[src/rtl/add_sub_serial_ctrl.sv]
// add_sub_serial_ctrl: digit-serial Y = A + B - C (mod 2^WIDTH).
// A single DIGIT-wide add/subtract slice is reused over NDIG = WIDTH/DIGIT
// cycles. The add carry and the subtract borrow are chained separately, so the
// result and flags match a parallel adder followed by a parallel subtractor.
// Optional feature macro: ADD_SUB_SERIAL_FLAGS_EN adds the Flags port,
// which carries {borrow_out, carry_out}.
module add_sub_serial_ctrl #(
  parameter int WIDTH = 32,
  parameter int DIGIT = 8
) (
  input  logic             clk,
  input  logic             rst,
  input  logic             in_valid,
  output logic             in_ready,
  input  logic [WIDTH-1:0] A,
  input  logic [WIDTH-1:0] B,
  input  logic [WIDTH-1:0] C,
  input  logic             flush,
  output logic             out_valid,
  input  logic             out_ready,
  output logic [WIDTH-1:0] Y,
  output logic             busy
`ifdef ADD_SUB_SERIAL_FLAGS_EN
  ,
  output logic [1:0]       Flags
`endif
);
  localparam int NDIG = WIDTH / DIGIT;
  localparam int CW   = (NDIG > 1) ? $clog2(NDIG) : 1;

  typedef enum logic [1:0] {S_IDLE, S_RUN, S_DONE} state_t;

  state_t           state_q, state_d;
  logic [WIDTH-1:0] a_q, a_d, b_q, b_d, c_q, c_d, y_q, y_d;
  logic             carry_q, carry_d, borrow_q, borrow_d;
  logic [CW-1:0]    cnt_q, cnt_d;
  logic             out_valid_q, out_valid_d;
`ifdef ADD_SUB_SERIAL_FLAGS_EN
  logic [1:0]       flags_q, flags_d;
`endif

  logic [DIGIT:0]         sum, diff;
  logic [WIDTH+DIGIT-1:0] ycat;
  logic                   last;

  // Shared slice: add stage feeds the subtract stage. The top bit of each
  // DIGIT+1 wide result is the outgoing carry and borrow respectively.
  always_comb begin
    sum  = {1'b0, a_q[DIGIT-1:0]} + {1'b0, b_q[DIGIT-1:0]} + {{DIGIT{1'b0}}, carry_q};
    diff = {1'b0, sum[DIGIT-1:0]} - {1'b0, c_q[DIGIT-1:0]} - {{DIGIT{1'b0}}, borrow_q};
    ycat = {diff[DIGIT-1:0], y_q};
    last = (cnt_q == CW'(NDIG - 1));
  end

  // Next-state and datapath control for the IDLE/RUN/DONE sequencer.
  always_comb begin
    state_d     = state_q;
    a_d         = a_q;
    b_d         = b_q;
    c_d         = c_q;
    y_d         = y_q;
    carry_d     = carry_q;
    borrow_d    = borrow_q;
    cnt_d       = cnt_q;
    out_valid_d = out_valid_q;
`ifdef ADD_SUB_SERIAL_FLAGS_EN
    flags_d     = flags_q;
`endif
    case (state_q)
      S_IDLE: begin
        // Flush outranks in_valid, so no operands are accepted in a flush cycle.
        if (!flush && in_valid) begin
          a_d      = A;
          b_d      = B;
          c_d      = C;
          carry_d  = 1'b0;
          borrow_d = 1'b0;
          cnt_d    = '0;
          state_d  = S_RUN;
        end
      end
      S_RUN: begin
        if (flush) begin
          state_d = S_IDLE;
        end else begin
          a_d      = a_q >> DIGIT;
          b_d      = b_q >> DIGIT;
          c_d      = c_q >> DIGIT;
          carry_d  = sum[DIGIT];
          borrow_d = diff[DIGIT];
          // The result fills from the MSB side, so after NDIG digits the
          // first digit sits at the LSB end.
          y_d      = ycat[WIDTH+DIGIT-1:DIGIT];
          cnt_d    = cnt_q + CW'(1);
          if (last) begin
            state_d     = S_DONE;
            out_valid_d = 1'b1;
            cnt_d       = '0;
`ifdef ADD_SUB_SERIAL_FLAGS_EN
            flags_d     = {diff[DIGIT], sum[DIGIT]};
`endif
          end
        end
      end
      S_DONE: begin
        if (flush || out_ready) begin
          state_d     = S_IDLE;
          out_valid_d = 1'b0;
        end
      end
      default: begin
        state_d     = S_IDLE;
        out_valid_d = 1'b0;
      end
    endcase
  end

  // State and datapath registers. Reset clears everything, including the
  // partially built result.
  always_ff @(posedge clk or posedge rst) begin
    if (rst) begin
      state_q     <= S_IDLE;
      a_q         <= '0;
      b_q         <= '0;
      c_q         <= '0;
      y_q         <= '0;
      carry_q     <= 1'b0;
      borrow_q    <= 1'b0;
      cnt_q       <= '0;
      out_valid_q <= 1'b0;
`ifdef ADD_SUB_SERIAL_FLAGS_EN
      flags_q     <= 2'b00;
`endif
    end else begin
      state_q     <= state_d;
      a_q         <= a_d;
      b_q         <= b_d;
      c_q         <= c_d;
      y_q         <= y_d;
      carry_q     <= carry_d;
      borrow_q    <= borrow_d;
      cnt_q       <= cnt_d;
      out_valid_q <= out_valid_d;
`ifdef ADD_SUB_SERIAL_FLAGS_EN
      flags_q     <= flags_d;
`endif
    end
  end

  // in_ready and busy are decoded from the state only. in_ready is also held
  // low while reset is asserted.
  assign in_ready  = (state_q == S_IDLE) && !rst;
  assign busy      = (state_q != S_IDLE);
  assign out_valid = out_valid_q;
  assign Y         = y_q;
`ifdef ADD_SUB_SERIAL_FLAGS_EN
  assign Flags     = flags_q;
`endif

endmodule
[config.mk]
export PLATFORM = sky130hd
export DESIGN_NAME = add_sub_serial_ctrl
export DESIGN_NICKNAME = d
export VERILOG_FILES = /design/src/rtl/add_sub_serial_ctrl.sv
export SDC_FILE = /design/constraint.sdc
export NUM_CORES = 1
export LEC_CHECK = 0
export CAP_MARGIN = 20
export CORE_UTILIZATION = 25
export CTS_CLUSTER_SIZE = 8
export DETAILED_ROUTE_END_ITERATION = 7
export GPL_TIMING_DRIVEN = 0
export PLACE_DENSITY = 0.48
export SYNTH_ARGS = -nofsm -noshare
export SYNTH_HDL_FRONTEND = slang
export SYNTH_SLANG_ARGS = --single-unit
[constraint.sdc]
create_clock -name clk -period 14.9 [get_ports clk]
set_input_delay 4.47 -clock clk [delete_from_list [all_inputs] [get_ports clk]]
set_output_delay 4.47 -clock clk [all_outputs]
set_load 0.005 [all_outputs]
# After elaboration in Yosys (flattened, before gate mapping)
# Index checks and enable logic that the tools add are counted.
[classes] mux=27 n_bitwise=2 n_eq_ne=8 addsub=5 n_reduce_logical=12
[ops] cell="$mux W32" n=6
[ops] cell="$pmux W32 S2" n=3
[ops] cell="$mux W2" n=7
[ops] cell="$add A8 B8 Y9" n=1
[ops] cell="$add A9 B1 Y9" n=1
[ops] cell="$sub A8 B8 Y9" n=1
[ops] cell="$sub A9 B1 Y9" n=1
[ops] cell="$ne A2 B2 Y1 const B" n=4
[ops] cell="$mux W1" n=6
[ops] cell="$pmux W2 S3" n=1
[ops] cell="$reduce_and A3 Y1" n=2
[ops] cell="$eq A2 B2 Y1 const B" n=2
[ops] cell="$pmux W1 S2" n=2
[ops] cell="$pmux W2 S2" n=1
[ops] cell="$reduce_and A4 Y1" n=1
[ops] cell="$reduce_bool A2 Y1" n=2
[ops] cell="$ne A3 B3 Y1 const B" n=1
[ops] cell="$pmux W1 S3" n=1
[ops] cell="$add A2 B1 Y2 const B" n=1
[ops] cell="$eq A2 B1 Y1 const B" n=1
[ops] cell="$logic_and A1 B1 Y1" n=2
[ops] cell="$logic_not A1 Y1" n=2
[ops] cell="$logic_not A2 Y1" n=1
[ops] cell="$not A1 Y1" n=2
[ops] cell="other kinds (2)" n=2
[word_totals] inputBits=101 register_bits=135 wordCells=63

# Longest topological paths before layout
# Gate-level depths: netlist of run 1.
[logic_depth] ltp_word=6 ltp_mapped=16 depth_no_buf=16

# Least setup slack after synthesis of run 1
# No wires, ideal clock.
[synth_path] path_type="in2out" startpoint="input port rst" endpoint="output port in_ready" t_arrival_ns=4.576 t_required_ns=10.430 path_buffers=0 path_stages=1 path_slack_ns=5.854 cell_sequence="nor2_1"
[synth_via] elab_chain_len=2
[synth_lines] item="from (decl)" line_no="12" source="input logic rst,"
[synth_lines] item="$logic_not A1 Y1" line_no="152" source="assign in_ready = (state_q == S_IDLE) && !rst;"
[synth_lines] item="$logic_and A1 B1 Y1" line_no="152"
[synth_lines] item="to (decl)" line_no="14" source="output logic in_ready,"
# No other way between the ends.

# Final worst setup path of run 1
# Same ends and word-level chain as after synthesis.

==> reports/results.tsv, run 1 <==
stage	metric	value	unit
drt	post-route-drc-count	0	
die	start_util	25.7	%
grt	grtUsageTotal	14.4	%
drt	first_pass_iters	7	
grt	grt_max_degree	83	
timing	tightest_slew	872	ps
setup_path	r2r_cells	14	
placed_design	placed_area	8090	um2
clock_network	insertion_delay	430	ps
placed_design	io_buffers	135	
grt	antenna_found_initial	1	
clock_network	cts_tree	yes	
timing	hold_viol	0	
timing	skew	11.0	ps
timing	rsz0062_at_grt	no	
setup_path	path_depth	3	
setup_path	critPathArrivalTime	5590	ps
timing	drv_slew	0	
drt	drtIter0Drc	312	
clock_network	clkTransAtPathRegs	60	ps
synth	synth_top_cell_by_area	dfrtp_1	
synth	syn_area_per_cell	8.94	um2
layout	finalNetCount	985	
timing	finalSetupViolations	0	
setup_path	cp_top_family	buffers and inverters	
die	core_area	24500	um2
grt	overflow	0	
clock_network	cts_inserted_buffers	17	
synth	synthTopCellsByArea	dfrtp_1, nand2_1, a31oi_1, nor2_1, ha_1	
clock_network	cts_resized	0	
layout	nFillCells	2615	
layout	final_util	35.4	%
setup_path	critPathMaxFanout	2	
drt	ant_nets	0	
timing	slew_headroom	41.7	%
synth	synth_top_area_share	53.6	%
setup_path	crit_start	rst	
setup_path	critical_path_class	in2out	
placed_design	hpwl	13100	um
timing	post-route-min-period	10060	ps
worst_hold_path	hold_path.class	reg2reg	
timing	timing.hold.ws	470	ps
synth	synthFlopType	dfrtp_1	
layout	design_area	8690	um2
setup_path	slowest_stage	clkdlybuf4s50_1	
setup_path	crit_path_start_kind	input pin	
setup_path	r2r-end	borrow_q	
clock_network	post-cts-setup-buffer-count	0	
clock_network	cts_hold_buf	0	
setup_path	crit_buf_inv	2	
setup_path	crit_end	in_ready	
synth	syn_area	6300	um2
synth	synth_edf_count	0	
synth	synth_warnings	0	
run	drv_cap	0	
synth	synth_common_cells	nand2_1, dfrtp_1, nor2_1, a31oi_1, clkbuf_1	
drt	post_drt_wl_per_cell	14.7	um
die	die-width	161	um
clock_network	htreeDepth	4	
layout	drive_above_1_share	6.19	%
die	rows	57	
grt	grt_pass1_wl	28700	um
placed_design	placed_cells	1165	
synth	synth_seq_cells	135	
drt	viasPerCell	4.40	
clock_network	clock-sinks	135	
timing	max_freq	99.4	MHz
placed_design	gp_congestion	0.761	
power_and_ir_drop	p_per_area	224	nW/um2
die	ios	136	
layout	antenna_cells	0	
clock_network	clockBufferDepth	2	
synth	synth_nets	830	
drt	drt-total-wl	17600	um
synth	seq_area_frac_synth	53.6	%
outcome	status	finished, final reports clean	
die	fp.dieH	161	um
synth	syn_inst	705	
setup_path	endpoint_kind	output port	
power_and_ir_drop	leakage	3.88	nW
synth	async_flop_share	100	%
setup_path	cp_cell_sequence	clkdlybuf4s50_1 -> nor2_1 -> clkdlybuf4s50_1	
layout	syn2layout_area_growth	37.9	%
synth	synth_most_common_cell	nand2_1	
layout	final-instance-count-excl-fill	1196	
die	die-area	25900	um2
setup_path	cpMostUsedCell	clkdlybuf4s50_1	
power_and_ir_drop	ir_worst_vdd	0.119	mV
setup_path	critPathRequiredTime	10430	ps
grt	grt_pass1_vias	5437	
setup_path	timing.critical_path.slowest_cell_delay	500	ps
drt	num_vias	5263	
setup_path	r2r_setup_slack	11300	ps
clock_network	root_buffer	clkbuf_16	
timing	finalSetupTns	0	ps
setup_path	r2r-start	a_q[0]	
timing	period_share	67.5	%
synth	synth.distinct_cells	38	
==> layout by cell type (no fill, tap or decap), types with 4 or more instances in the layout <==
| cell type | instances |
|---|---|
| clkdlybuf4s50_1 | 135 |
| a22o_1 | 25 |
| xor2_1 | 6 |
| nand2_1 | 235 |
| nor2b_1 | 5 |
| inv_1 | 21 |
| clkbuf_16 | 17 |
| dfrtp_1 | 135 |
| a21oi_1 | 5 |
| buf_4 | 7 |
| inv_6 | 4 |
| buf_2 | 9 |
| clkbuf_1 | 27 |
| nand3_1 | 4 |
| a31oi_1 | 73 |
| nor2_1 | 83 |
| fa_1 | 4 |
| ha_1 | 20 |
| o21ai_0 | 10 |
==> power breakdown <==
part	switching [mW]	internal (mW)
registers	0.0990	0.517
logic	0.475	0.424
clock network	0.170	0.264
total	0.744	1.20
==> sequential cells by signal, indices dropped and copies added (netlist names) <==
signal and count:
state_q 2, a_q 32, b_q 32, Y 32, borrow_q 1, carry_q 1
out_valid 1, cnt_q 2, c_q 32
==> worst min path at each step <==
stage | slack (ps) | start | to | cells after the start
floorplan | 470 | a_q[24] | a_q[24] | 1
global placement | 460 | Y[1] | Y[1] | 2
detailed placement | 460 | Y[1] | Y[1] | 2
CTS | 480 | Y[1] | Y[1] | 2
global route | 490 | Y[7] | Y[7] | 2
finish | 470 | Y[7] | Y[7] | 2
==> metrics by stage <==
step | worst slack (ps) | power, mW
floorplan | 5850 | 1.23
global placement | 4520 | 1.52
detailed placement | 4830 | 1.54
CTS | 4820 | 1.98
global route | 4760 | 2.13
finish | 4840 | 1.95
==> tightest hold or removal path: stages (launching register included) <==
cell,delay [ps]
dfrtp_1,340
nand2_1,50
nand2_1,50
==> final cells by class <==
type | count | area, um2 | share of cell area, %
Multi-Input combinational cell | 505 | 2650 | 30.4
Clock buffer | 17 | 425 | 4.89
Tap cell | 324 | 405 | 4.66
Sequential cell | 135 | 3380 | 38.9
Buffer | 43 | 199 | 2.29
Inverter | 22 | 87.6 | 1.01
Clock inverter | 14 | 174 | 2.00
Timing Repair Buffer | 136 | 1380 | 15.9
==> per-layer routing <==
metal | up-vias | routed length, um | part of all wire (%) | track usage (%)
met3 | 18 | 902 | 5.1 | 3.93
met5 | - | 0 | 0 | 0
met4 | 0 | 216 | 1.2 | 4.76
li1 | 2672 | - | - | -
met2 | 125 | 8270 | 47 | 23.0
met1 | 2448 | 8240 | 47 | 18.8
==> cells by family (layout without fill, tap and decap cells) <==
kind of cell	Yosys count	in the layout	synth area share, %
buffers and inverters	65	232	4.47
AOI/OAI and AO/OA	127	127	13.6
DFF	135	135	53.6
xor gates and xnor gates	9	9	1.25
adders and majority gates	24	24	5.24
muxes	1	1	0.179
and+or+nand+nor	344	344	21.7
Note: power is estimated with default switching activity, not from simulation.
==> run 2: changes to the inputs <==
- clock period: 14.9 -> 9.82 ns (I/O delays scaled with it)
==> results of run 2 <==
The final DEF is identical to that of run 1. Status: finished, final reports clean.
Main changes from that run: setup slack after placement 4830 ps -> 2790 ps; setup slack after layout 4840 ps -> 2810 ps; register-to-register setup slack 11300 ps -> 6220 ps; total power 1.95 mW -> 2.96 mW; worst IR drop on VDD 0.119 mV -> 0.181 mV
==> run 3: changes to the inputs <==
- clock period: 9.82 -> 7.35 ns (I/O delays scaled with it)
==> results of run 3 <==
The final DEF is identical to that of run 1. Status: finished, final reports clean.
Main changes from that run: setup slack after placement 4830 ps -> 1810 ps; setup slack after layout 4840 ps -> 1820 ps; register-to-register setup slack 11300 ps -> 3750 ps; total power 1.95 mW -> 3.95 mW; worst IR drop on VDD 0.119 mV -> 0.242 mV
